<file path="src/rtl/traffic_pkg.sv">
// Shared phase codes and width helper for the signal-phase sequencer,
// the lamp driver and the display logic.
package traffic_pkg;

   typedef enum logic [2:0] {
      PH_OFF    = 3'd0,
      PH_LEFT   = 3'd1,
      PH_FWD    = 3'd2,
      PH_RIGHT  = 3'd3,
      PH_YELLOW = 3'd4,
      PH_ALLRED = 3'd5,
      PH_WALK   = 3'd6,
      PH_FLASH  = 3'd7
   } phase_e;

   // Approach-index width; a single approach still needs one bit.
   function automatic int dir_width(input int n);
      return (n <= 1) ? 1 : $clog2(n);
   endfunction

endpackage

</file>
<file path="src/rtl/phase_timer.sv">
// Loadable down-counter for phase durations; only moves on the tick strobe
// and never goes below one while counting.
module phase_timer #(
   parameter int CNT_W = 8
) (
   input  logic             clk,
   input  logic             reset,
   input  logic             clr,
   input  logic             load,
   input  logic [CNT_W-1:0] load_val,
   input  logic             tick,
   output logic [CNT_W-1:0] value,
   output logic             expire
);

   logic [CNT_W-1:0] value_q;

   // Clear wins over load, load wins over counting.
   always_ff @(posedge clk or posedge reset) begin
      if (reset) begin
         value_q <= '0;
      end else if (clr) begin
         value_q <= '0;
      end else if (load) begin
         value_q <= load_val;
      end else if (tick && (value_q > CNT_W'(1))) begin
         value_q <= value_q - CNT_W'(1);
      end else begin
         value_q <= value_q;
      end
   end

   assign value  = value_q;
   assign expire = tick && (value_q <= CNT_W'(1));

endmodule

</file>
<file path="src/rtl/traffic_phase_sequencer.sv">
// N-approach signal-phase sequencer with pedestrian walk insertion and
// flashing-yellow maintenance mode.
module traffic_phase_sequencer
   import traffic_pkg::*;
#(
   parameter int N_DIR    = 2,
   parameter int CNT_W    = 8,
   parameter int FWD_T    = 15,
   parameter int RIGHT_T  = 10,
   parameter int LEFT_T   = 10,
   parameter int YELLOW_T = 3,
   parameter int ALLRED_T = 1,
   parameter int PED_T    = 8,
   localparam int DIR_W   = dir_width(N_DIR)
) (
   input  logic             clk,
   input  logic             reset,
   input  logic             tick,
   input  logic             halt,
   input  logic             flash_mode,
   input  logic             ped_req,
   output logic [2:0]       phase,
   output logic [DIR_W-1:0] dir,
   output logic [CNT_W-1:0] counter,
   output logic             ped_pending,
   output logic             flash_on
);

   localparam logic [DIR_W-1:0] DIR_LAST = DIR_W'(N_DIR - 1);

   if (N_DIR < 1) begin : g_bad_ndir
      $error("N_DIR must be at least 1");
   end
   if (FWD_T < 1 || FWD_T >= 2**CNT_W || RIGHT_T < 1 || RIGHT_T >= 2**CNT_W ||
       LEFT_T < 1 || LEFT_T >= 2**CNT_W || YELLOW_T < 1 || YELLOW_T >= 2**CNT_W ||
       ALLRED_T < 1 || ALLRED_T >= 2**CNT_W || PED_T < 1 || PED_T >= 2**CNT_W) begin : g_bad_dur
      $error("phase durations must lie in 1 .. 2**CNT_W-1");
   end

   phase_e           phase_q, phase_d;
   logic [DIR_W-1:0] dir_q, dir_d;
   logic             ped_q, ped_d;
   logic             flash_q, flash_d;
   logic             tmr_clr, tmr_load, tmr_expire, walk_entry;
   logic [CNT_W-1:0] tmr_val, tmr_value;

   function automatic logic [CNT_W-1:0] dur(input phase_e p);
      case (p)
         PH_FWD:    dur = CNT_W'(FWD_T);
         PH_RIGHT:  dur = CNT_W'(RIGHT_T);
         PH_LEFT:   dur = CNT_W'(LEFT_T);
         PH_YELLOW: dur = CNT_W'(YELLOW_T);
         PH_ALLRED: dur = CNT_W'(ALLRED_T);
         PH_WALK:   dur = CNT_W'(PED_T);
         default:   dur = '0;
      endcase
   endfunction

   phase_timer #(.CNT_W(CNT_W)) u_timer (
      .clk      (clk),
      .reset    (reset),
      .clr      (tmr_clr),
      .load     (tmr_load),
      .load_val (tmr_val),
      .tick     (tick),
      .value    (tmr_value),
      .expire   (tmr_expire)
   );

   // Next-state selection: halt, then flash, then normal sequencing.
   always_comb begin
      phase_d    = phase_q;
      dir_d      = dir_q;
      flash_d    = flash_q;
      tmr_clr    = 1'b0;
      tmr_load   = 1'b0;
      walk_entry = 1'b0;
      if (halt) begin
         phase_d = PH_OFF;
         dir_d   = '0;
         flash_d = 1'b0;
         tmr_clr = 1'b1;
      end else if (flash_mode) begin
         phase_d = PH_FLASH;
         tmr_clr = 1'b1;
         if (phase_q != PH_FLASH) begin
            flash_d = 1'b1;
         end else begin
            flash_d = flash_q ^ tick;
         end
      end else if (phase_q == PH_FLASH) begin
         // Parking on the last approach makes the resume land on approach 0.
         phase_d  = PH_ALLRED;
         dir_d    = DIR_LAST;
         flash_d  = 1'b0;
         tmr_load = 1'b1;
      end else if (tmr_expire) begin
         tmr_load = 1'b1;
         case (phase_q)
            PH_OFF:    phase_d = PH_FWD;
            PH_FWD:    phase_d = PH_RIGHT;
            PH_RIGHT:  phase_d = PH_LEFT;
            PH_LEFT:   phase_d = PH_YELLOW;
            PH_YELLOW: phase_d = PH_ALLRED;
            PH_ALLRED: begin
               if (ped_q) begin
                  phase_d    = PH_WALK;
                  walk_entry = 1'b1;
               end else begin
                  phase_d = PH_FWD;
                  dir_d   = (dir_q == DIR_LAST) ? '0 : dir_q + DIR_W'(1);
               end
            end
            PH_WALK: begin
               phase_d = PH_FWD;
               dir_d   = (dir_q == DIR_LAST) ? '0 : dir_q + DIR_W'(1);
            end
            default:   phase_d = PH_OFF;
         endcase
      end else begin
         phase_d = phase_q;
      end
      tmr_val = dur(phase_d);

      // Requests arriving while walk is active or starting are dropped.
      if (walk_entry) begin
         ped_d = 1'b0;
      end else if (ped_req && (phase_q != PH_WALK)) begin
         ped_d = 1'b1;
      end else begin
         ped_d = ped_q;
      end
   end

   // Sequencer state and registered outputs.
   always_ff @(posedge clk or posedge reset) begin
      if (reset) begin
         phase_q <= PH_OFF;
         dir_q   <= '0;
         ped_q   <= 1'b0;
         flash_q <= 1'b0;
      end else begin
         phase_q <= phase_d;
         dir_q   <= dir_d;
         ped_q   <= ped_d;
         flash_q <= flash_d;
      end
   end

   assign phase       = phase_q;
   assign dir         = dir_q;
   assign counter     = tmr_value;
   assign ped_pending = ped_q;
   assign flash_on    = flash_q;

endmodule

</file>
<file path="config.mk">
export PLATFORM = sky130hd
export DESIGN_NAME = traffic_phase_sequencer
export DESIGN_NICKNAME = d
export VERILOG_FILES = /design/src/rtl/traffic_pkg.sv /design/src/rtl/phase_timer.sv /design/src/rtl/traffic_phase_sequencer.sv
export SDC_FILE = /design/constraint.sdc
export NUM_CORES = 1
export LEC_CHECK = 0
export CAP_MARGIN = 15
export CELL_PAD_IN_SITES_DETAIL_PLACEMENT = 0
export CELL_PAD_IN_SITES_GLOBAL_PLACEMENT = 1
export CORE_MARGIN = 2
export CORE_UTILIZATION = 41
export CTS_BUF_LIST = sky130_fd_sc_hd__clkbuf_16
export CTS_CLUSTER_DIAMETER = 50
export CTS_CLUSTER_SIZE = 30
export DETAILED_ROUTE_END_ITERATION = 7
export GPL_ROUTABILITY_DRIVEN = 0
export GPL_TIMING_DRIVEN = 0
export HOLD_SLACK_MARGIN = 0.06
export PLACE_DENSITY = 0.93
export SKIP_CTS_REPAIR_TIMING = 1
export SLEW_MARGIN = 10
export SYNTH_ARGS = -nofsm -noshare
export SYNTH_HDL_FRONTEND = slang
export SYNTH_SLANG_ARGS = --single-unit
export TNS_END_PERCENT = 10
</file>
<file path="constraint.sdc">
create_clock -name clk -period 4.12 [get_ports clk]
set_input_delay 0.824 -clock clk [delete_from_list [all_inputs] [get_ports clk]]
set_output_delay 0.824 -clock clk [all_outputs]
set_load 0.02 [all_outputs]
</file>
==> Yosys cells after proc, flatten, opt, wreduce, memory -nomap -nowiden <==
Cells that the tools add are included.
{ "op_classes": {"n_bitwise": 1, "muxes": 35, "n_reduce_logical": 12, "addsub": 2, "magnitude_cmp": 2, "n_eq_ne": 17} }
{ "ops": {"columns": ["op", "n"], "rows": [
  ["$mux 1", 24],
  ["$mux 8", 3],
  ["$eq 3x3->1 const B", 7],
  ["$pmux 4 s5", 1],
  ["$pmux 3 s6", 1],
  ["$mux 3", 5],
  ["$eq 3x2->1 const B", 4],
  ["$reduce_bool 3->1", 3],
  ["$gt 8x1->1 const B", 1],
  ["$le 8x1->1 const B", 1],
  ["$sub 8x1->8 const B", 1],
  ["$eq 3x1->1 const B", 2],
  ["$ne 3x3->1 const B", 2],
  ["$ne 4x4->1 const B", 1],
  ["$reduce_and 4->1", 1],
  ["$reduce_bool 4->1", 1],
  ["$reduce_or 2->1", 2],
  ["$logic_and 1x1->1", 3],
  ["$logic_not 3->1", 1],
  ["$ne 2x2->1 const B", 1],
  ["$pmux 1 s2", 1],
  ["$reduce_bool 2->1", 1],
  ["$add 1x1->1 const B", 1],
  ["$xor 1x1->1", 1]
]} }
{ "word_totals": {"inputBits": 6, "out_inout_bits": 14, "reg_bits": 14, "word_cells": 74} }

==> Longest topological paths before layout <==
{ "depth": {"depth_word": 12, "ltp_mapped": 7, "ltp_nobuf": 7} }

==> By module <==
From an unflattened synthesis, not the netlist that was laid out.
{ "hier_totals": {"cells_unflattened": 138, "area_unflattened_um2": 1163.6} }
{ "modules_own_cells": {"columns": ["module", "area_per_inst_um2", "cells_each", "seq_area_each_um2", "n_inst"], "rows": [
  ["phase_timer", 613.1, 69, 200.2, 1],
  ["traffic_phase_sequencer", 550.5, 69, 150.1, 1]
]} }

==> Worst setup path after synthesis <==
Ideal clock, no wire load.
{ "synth_path": {"path_kind": "input to register", "from": "in tick", "to": "reg u_timer.value_q[1], in the netlist u_timer.value[1]", "path_buffers": 0, "slack_ns": 1.960, "required_time_ns": 3.985, "cell_stages": 5, "arrival_time_ns": 2.025, "cell_sequence": "or3b_4 -> nor3_4 -> mux2i_1 -> xor2_1 -> o32ai_2"} }
{ "synth_via": {"elab_chain_len": 10, "elab_cells_between_ends": 21} }
{ "synth_lines": {"columns": ["item", "line_no", "text"], "rows": [
  ["start, declared", "traffic_phase_sequencer.sv:18", "input logic tick,"],
  ["$logic_and 1x1->1", "phase_timer.sv:34", "assign expire = tick && (value_q <= CNT_W'(1));"],
  ["$mux 3", "traffic_phase_sequencer.sv:97", "end else if (tmr_expire) begin"],
  ["$mux 3", "traffic_phase_sequencer.sv:91", "end else if (phase_q == PH_FLASH) begin"],
  ["$mux 3", "traffic_phase_sequencer.sv:83", "end else if (flash_mode) begin"],
  ["$mux 3", "traffic_phase_sequencer.sv:78", "if (halt) begin"],
  ["$eq 3x1->1 or $eq 3x2->1 (tied branches)", "traffic_phase_sequencer.sv:48", "case (p)"],
  ["$reduce_or 2->1 (no source line)", null, null],
  ["$pmux 4 s5", "traffic_phase_sequencer.sv:48", null],
  ["$mux 8", "phase_timer.sv:24", "end else if (load) begin"],
  ["$mux 8", "phase_timer.sv:22", "end else if (clr) begin"],
  ["end signal, assigned", "phase_timer.sv:25", "value_q <= load_val;"],
  ["end signal, assigned", "phase_timer.sv:27", "value_q <= value_q - CNT_W'(1);"],
  ["end signal, assigned", "phase_timer.sv:29", "value_q <= value_q;"],
  ["end, declared", "phase_timer.sv:16", "logic [CNT_W-1:0] value_q;"]
]} }
Parallel ways exist; a longest one is shown, timed or not.
A chain may end at the register's enable or synchronous reset.

==> Worst setup path in the final report <==
Ends and elaborated chain as after synthesis.

==> results.tsv <==
metric	value	unit
status	complete, no violations	
Hold Path Origin	dir	
crit-path leading delay family	simple AND/OR/NAND/NOR gates	
Diodes inserted	0	
Hold Fails Final Rpt	0	
Core ar.	2450	um^2
Remaining DRCs	0	
CP Class	in2reg	
RR Startpoint	u_timer.value[0]	
syn_nets	132	
Design Area, Final	1360	um^2
via count	988	
Worst Hold Path Cells	2	
top cells by area, synth	dfrtp_1 33%, nor3_1 4.7%, nand2_1 4.3%	
PwrDens	421	nW/um^2
Row Count	18	
fmax	0.381	GHz
endpoints failing setup	0	
number of max-cap violations	0	
clock skew	0.00475	ns
routed len/inst	15.1	um
I/O pin total	20	
FFs w/ async S/R, synth	1.00	
Pleak	0.579	nW
CP Capture Type	register	
R2R setup slack	1.86	ns
CTS buffer count	3	
post-route ant nets	0	
CTS tree	built	
Slowest-stage cell, CP	clkdlybuf4s50_1	
RSZ-0062 raised after global routing	no	
total gr overflow	0	
starting density of the core	0.430	
worst path bufs/invs	1	
vias in the first global route	941	
hpwl dp	1910	um
clock root cell	clkbuf_16	
post-route minimum period	2.62	ns
via/cell ratio	5.58	
Die X	54.7	um
die area	2990	um^2
Placed Area	1280	um^2
number of antenna violations at the first check in global routing	0	
Worst-Margin Slew	0.574	ns
htree depth	1	
register area share after synthesis	0.332	
WP data arrival	2.73	ns
r2r endpoint	u_timer.value[0]	
drt pass-1 iters	4	
CP Max Fanout	9	
IO buf count	19	
worst skew pair latency	0.25	ns
largest net degree at the start of global routing	15	
Yosys cell types	38	
Post-Syn Area	1050	um^2
period utilisation layout	0.636	
Post-synth top flop	dfrtp_1	
Initial DRC Count	25	
Slew HR	0.617	
critical path required time	4.23	ns
Area Overhead vs Synth	29.1	%
CP max stage delay	0.50	ns
commonest cells in the netlist	14 x dfrtp_1, 12 x nand2_1, 11 x nor2_1	
startpoint types	input pin	
Tot GR Track Use	0.208	
cell taking the most area after synthesis	dfrtp_1	
Cells after Synth	124	
Pins Over Slew Limit	0	
most frequent cell after synthesis	dfrtp_1	
final-stage net count	156	
chip height	54.7	um
worst hold path type	reg2reg	
Hold Path End	dir	
# clock sinks	14	
yosys warns	0	
Yosys reg bits	14	
crit-path cells	clkdlybuf4s50_1, or3b_4, nor3_4, mux2i_1, xor2_1, o32ai_2	
layout cells sized above 1	0.143	
CTS max path bufs	2	
share of the synthesized area in the top cell type	0.332	
Avg Cell Area, Syn	8.51	um^2
worst-case reg-to-reg path depth	7	
Final Routed Wirelength	2670	um
Worst-path clk slew	0.05	ns
Layout fillers	229	
Peak VDD IR	0.000243	V
setup_tns	0	ns
Post-synth EDFFs	0	
first-pass GRT wire length	4370	um
state kept, by name (all words and copies together) (netlist names):
signal,cells
flash_on,1
ped_pending,1
dir,1
phase,3
u_timer.value,8
per-stage QoR:
stage,hold WS (ns),power (W),setup WS [ns],instances,utilization
6_report,0.552,0.000573,1.50,177,0.555
5_1_grt,0.597,0.000604,1.40,177,0.555
4_1_cts,0.572,0.000575,1.50,177,0.555
3_3_place_gp,0.511,0.000378,1.24,173,0.522
2_1_floorplan,0.610,0.000320,1.96,124,-
3_5_place_dp,0.562,0.000382,1.24,173,0.522
worst max-delay path by stage:
| stage | start | endpoint | slack, ns | depth (start not counted) |
|---|---|---|---|---|
| global placement | tick | u_timer.value[1] | 1.24 | 6 |
| detailed placement | tick | u_timer.value[1] | 1.24 | 6 |
| floorplan | tick | u_timer.value[1] | 1.96 | 5 |
| finish | tick | u_timer.value[1] | 1.50 | 6 |
| CTS | tick | u_timer.value[1] | 1.50 | 6 |
| global route | tick | u_timer.value[1] | 1.40 | 6 |
worst register-to-register path: cells and delay by family (launching register included):
kind	cells	cell delay, ns
fa+ha+maj	1	0.27
compound gates	4	1.21
buf+inv	1	0.12
simple gates	1	0.13
flops	1	0.44
power by group:
group | switching (W) | total [W] | internal [W]
clock | 0.0000621 | 0.000191 | 0.000129
sequential | 0.0000159 | 0.000165 | 0.000149
combinational | 0.000121 | 0.000216 | 0.0000949
total | 0.000199 | 0.000573 | 0.000373
per-layer routing:
metal | global-route usage | routed length, um
met5 | 0 | 0
met4 | 0.108 | 59
met3 | 0.0328 | 124
met2 | 0.319 | 1230
met1 | 0.280 | 1260
kinds of logic (layout without fill, tap and decap cells):
logic type	Yosys count	in the layout	synth area share
AND/OR/NAND/NOR	56	56	0.285
AO/OA/AOI/OAI	32	32	0.229
flip-flops	14	14	0.332
buffers and inverters	13	36	0.0688
XOR/XNOR	4	4	0.0332
multiplexers	3	3	0.0285
adder cells (fa/ha/maj)	2	2	0.0237
placed cells by master, fill, tap and decap left out, types with 2 or more instances in the layout:
| cell | n |
|---|---|
| a21oi_1 | 8 |
| clkdlybuf4s50_1 | 19 |
| nand3_1 | 4 |
| ha_1 | 2 |
| nor3b_1 | 2 |
| nor3_1 | 10 |
| a31oi_1 | 2 |
| buf_4 | 2 |
| nand2_1 | 12 |
| o21ba_2 | 2 |
| or3_1 | 2 |
| nor4_1 | 3 |
| nor2_1 | 11 |
| inv_1 | 8 |
| mux2i_1 | 3 |
| o32ai_2 | 2 |
| buf_6 | 2 |
| or2b_2 | 2 |
| dfrtp_1 | 14 |
| o21ai_0 | 8 |
| clkbuf_16 | 3 |
| nor2b_1 | 4 |
| xor2_1 | 4 |
layout make-up:
cell class                 instances  area (um^2)  share of cell area
clock inverter                     1         3.75             0.00276
timing repair buffer              19          190               0.140
tap                               30         37.5              0.0276
buffer                             5         42.5              0.0312
clock buffer                       3         75.1              0.0551
multi-input combinational         97          632               0.464
sequential                        14          350               0.257
inverter                           8         30.0              0.0221
Note: power is estimated with default switching activity, not from simulation.
